--- src/rtl/rv_pkg.sv ---
// Shared RV32I core definitions: data word and register-address types.
package rv_pkg;

  localparam int XLEN       = 32;
  localparam int REG_ADDR_W = 5;

  typedef logic [XLEN-1:0]       word_t;
  typedef logic [REG_ADDR_W-1:0] reg_addr_t;

  localparam reg_addr_t REG_ZERO = '0;

endpackage

--- src/rtl/register_file.sv ---
// RV32I integer register file: two combinational read ports, one
// synchronous write port, x0 hardwired to zero on both write and read paths.
module register_file #(
  parameter int XLEN  = 32,
  parameter int NREGS = 32
) (
  input  logic                     clk,
  input  logic                     rst_n,
  input  logic [$clog2(NREGS)-1:0] AD1,
  input  logic [$clog2(NREGS)-1:0] AD2,
  input  logic                     WE,
  input  logic [$clog2(NREGS)-1:0] AD3,
  input  logic [XLEN-1:0]          WD3,
  output logic [XLEN-1:0]          RD1,
  output logic [XLEN-1:0]          RD2
);

  import rv_pkg::*;

  logic [XLEN-1:0] regs [NREGS];

  // A read of x0 is forced to zero here as well, so entry 0 never leaks
  // regardless of what the storage holds.
  function automatic logic [XLEN-1:0] read_port(input logic [$clog2(NREGS)-1:0] addr);
    if (addr == REG_ZERO) begin
      return '0;
    end
    return regs[addr];
  endfunction

  // Storage: async clear, then write rd on the rising edge unless it is x0.
  always_ff @(posedge clk or negedge rst_n) begin
    if (!rst_n) begin
      for (int i = 0; i < NREGS; i++) begin
        regs[i] <= '0;
      end
    end else if (WE && (AD3 != REG_ZERO)) begin
      regs[AD3] <= WD3;
    end
  end

  // Both read ports are plain muxes with no write bypass.
  always_comb begin
    RD1 = read_port(AD1);
    RD2 = read_port(AD2);
  end

endmodule

--- config.mk ---
export PLATFORM = sky130hd
export DESIGN_NAME = register_file
export DESIGN_NICKNAME = d
export VERILOG_FILES = /design/src/rtl/rv_pkg.sv /design/src/rtl/register_file.sv
export SDC_FILE = /design/constraint.sdc
export NUM_CORES = 2
export LEC_CHECK = 0
export BUFFER_PORTS_ARGS = -buffer_cell sky130_fd_sc_hd__buf_4
export CAP_MARGIN = 25
export CORE_ASPECT_RATIO = 2
export CORE_UTILIZATION = 37
export CTS_CLUSTER_SIZE = 40
export DETAILED_ROUTE_END_ITERATION = 10
export GPL_TIMING_DRIVEN = 0
export PLACE_DENSITY = 0.55
export SYNTH_ARGS = -nofsm -noshare
export SYNTH_HDL_FRONTEND = slang
export SYNTH_SLANG_ARGS = --single-unit
--- constraint.sdc ---
create_clock -name clk -period 4.2 [get_ports clk]
set_input_delay 1.05 -clock clk [delete_from_list [all_inputs] [get_ports clk]]
set_output_delay 1.05 -clock clk [all_outputs]
set_load 0.02 [all_outputs]
==> metrics <==
hold buffer count at CTS=0; VDD IR max=0.000329 V; Post-Syn Instances=3621; row count=between 150 and 200; TritonCTS Buffers=95; clock latency on the worst-skew pair=between 0.7 and 0.8 ns; Slew @ Worst Pin=between 1 and 1.5 ns; CTS tree=done; Nets=slightly below 4000; Max Cap Viol=0; Area Growth Syn to Fin=17.8%; area leader, netlist=dfrtp_1; status=complete, but fails checks; flops & latches, synth=1024; top cell type's share of synthesized area=between 40% and 50%; post-layout min period=4.28 ns; Via density=approximately 6.5; number of DRC markers in iteration 0=3912; share of cells above drive strength 1=57.1%; Detailed Route WL=~240000 microns; Critical Path RT=3.15 ns; leak pwr=27.1 nW; CTS max path bufs=3; final setup vio count=30; critical path type=primary input to output pin; Inst Count DP=5679; CTS sink cnt=1024; Setup WS post-layout=-0.0850 ns; most frequent cells in the layout=mux2_2, dfrtp_1, mux4_2; fmax=~0.23 GHz; placer congestion estimate=roughly 1.0; Warnings, synthesis=0; delay of the slowest cell on the worst path=0.48 ns; Buffers on Ports=103; worst-case hold slack=~0.19 ns; Worst Path Arrival=3.23 ns; post-synthesis net count=3671; grt ovf=0; Pwr Total=29.4 mW; Vias=38100; max reg flops=1024; Top Registers=regs: 1024 flops; post-synthesis sequential area ratio=47.1%; worst relative slew slack=24.7%; Netlist Area Pre-Place=0.0544 sq mm; Clock transition at path regs=0.06 ns; initial antenna violation count=5; power per cell area=~460 mW/mm^2; Top reg by flops=regs; min-delay worst type=primary input to asynchronous set/reset pin; HPWL after detailed placement=between 150000 and 200000 microns; DIE AREA=around 0.15 sq mm; initial core utilization=37.3%; Synth cell types=35; pin count of the biggest net entering global routing=163; drt first pass iters=7; clk_skew=0 ns; slowest cell on the critical path=a311oi_2; synth top area cells=dfrtp_1, mux2_2, mux4_2; Crit Path Max Fanout=10; vias in the first global route=roughly 40000; fin cells=about 6000; most common library cell in the layout ignoring fill and taps=mux2_2; Tot GR Track Use=33.1%; RSZ-0062 raised after global routing=true; CTS H-tree depth=3; core area=approximately 0.15 sq mm; failing checks=setup timing; final period utilization=102%; Worst setup EP type=output pin; Setup crit start kind=primary input; floorplan die width=273 microns; Slew Viols, Final=0; global-route wire length before repair=333000 microns; Most common cell on crit path=buf_4; final setup TNS=-0.917 ns; Die H=544 microns; final hold viol count=0; DR WL/cell=41.4 microns; Ports=114; crit-path cells=clkbuf_4 -> or2_4 -> or4_4 -> buf_4 -> o21ai_0 -> a311oi_2 -> buf_4; Root Buffer=clkbuf_16; DRC=0; Final ANT Viol Nets=0; Avg Inst Size Synth=15.0 sq um
==> path summary, 6_finish.rpt <==
check | from | endpoint | slack (ns) | cells after the start
min reg2reg | regs[1014] | regs[1014] | 0.48 | 1
max reg2reg | regs[392] | regs[392] | 3.36 | 1
min in group clk | regs[1014] | regs[1014] | 0.48 | 1
min | rst_n | regs[331] | 0.19 | 1
max in group asynchronous | rst_n | regs[898] | 1.44 | 4
max | AD1[4] | RD1[21] | -0.08 | 7
==> layer usage <==
layer,vias up,global-route usage (%),part of all wire [%]
met5,-,0,0.011
met4,6,26.6,9.6
met3,829,6.90,7.2
met2,2073,54.8,49
met1,20600,36.8,34
li1,14500,-,-
==> cells by family (layout without fill, tap and decap cells) <==
kind of cell	Yosys count	in the layout	share of synthesized area [%]
and+or+nand+nor	163	163	1.60
DFF	1024	1024	47.1
muxes	1632	1632	42.8
AOI/OAI and AO/OA	367	367	4.85
other	0	5	0
buffers and inverters	435	782	3.63
==> critical path, delay by kind of cell <==
family / cells / cell delay, ns
buffers and inverters: 3 / 0.80
AO/OA/AOI/OAI: 2 / 0.66
AND/OR/NAND/NOR: 2 / 0.65
==> report_power, final <==
part / internal, mW / switching [mW]
logic: 3.79 / 3.25
clock network: 4.92 / 4.27
registers: 11.7 / 1.42
==> cell usage after synthesis <==
cell type  count
buf_4         33
o21ai_1        9
o21ai_0      102
nor4_2         1
clkbuf_1     227
nor2b_1       71
inv_1          2
nor2_1        19
buf_1          5
clkbuf_2       1
a311oi_1      64
dfrtp_1     1024
mux4_2       448
buf_6          1
a221oi_1      47
nor3b_1        2
and2_1         2
mux2_2      1046
nand2b_1       5
and3_1         1
nor3_1         3
mux2_1        10
or2_2          2
mux2i_1      128
clkbuf_4       1
or4_1          2
nand3_1        1
nand4_1        1
o2111ai_1     17
or3_1          3
a211oi_1      64
a22oi_1       64
buf_2        165
nand2_1       47
nand4b_1       3
==> per-stage QoR <==
step	util [%]	setup WS (ns)	cell area [sq um]
after global routing	44.0	-0.0122	64000
after CTS	43.6	-0.0167	63600
after detailed placement	40.2	-1.99	58500
after floorplan	-	0.420	54400
after global placement	39.5	-10.87	57500
final	44.0	-0.0850	64000
==> layout make-up <==
class | count | area [sq um]
fill | 13300 | 81600
multi-input combinational | 2162 | 28000
sequential | 1024 | 25600
buffer | 429 | 2900
clock buffer | 141 | 2840
tap | 1900 | 2380
timing repair buffer | 178 | 1970
clock inverter | 32 | 279
antenna | 5 | 12.5
inverter | 2 | 7.51
==> timing repair <==
action,CTS,global route
pin swaps,26,24
endpoints found under the setup margin,64,57
gates resized for setup,481,99
setup buffers,13,5
No activity file was read; power rests on OpenSTA's default activity.
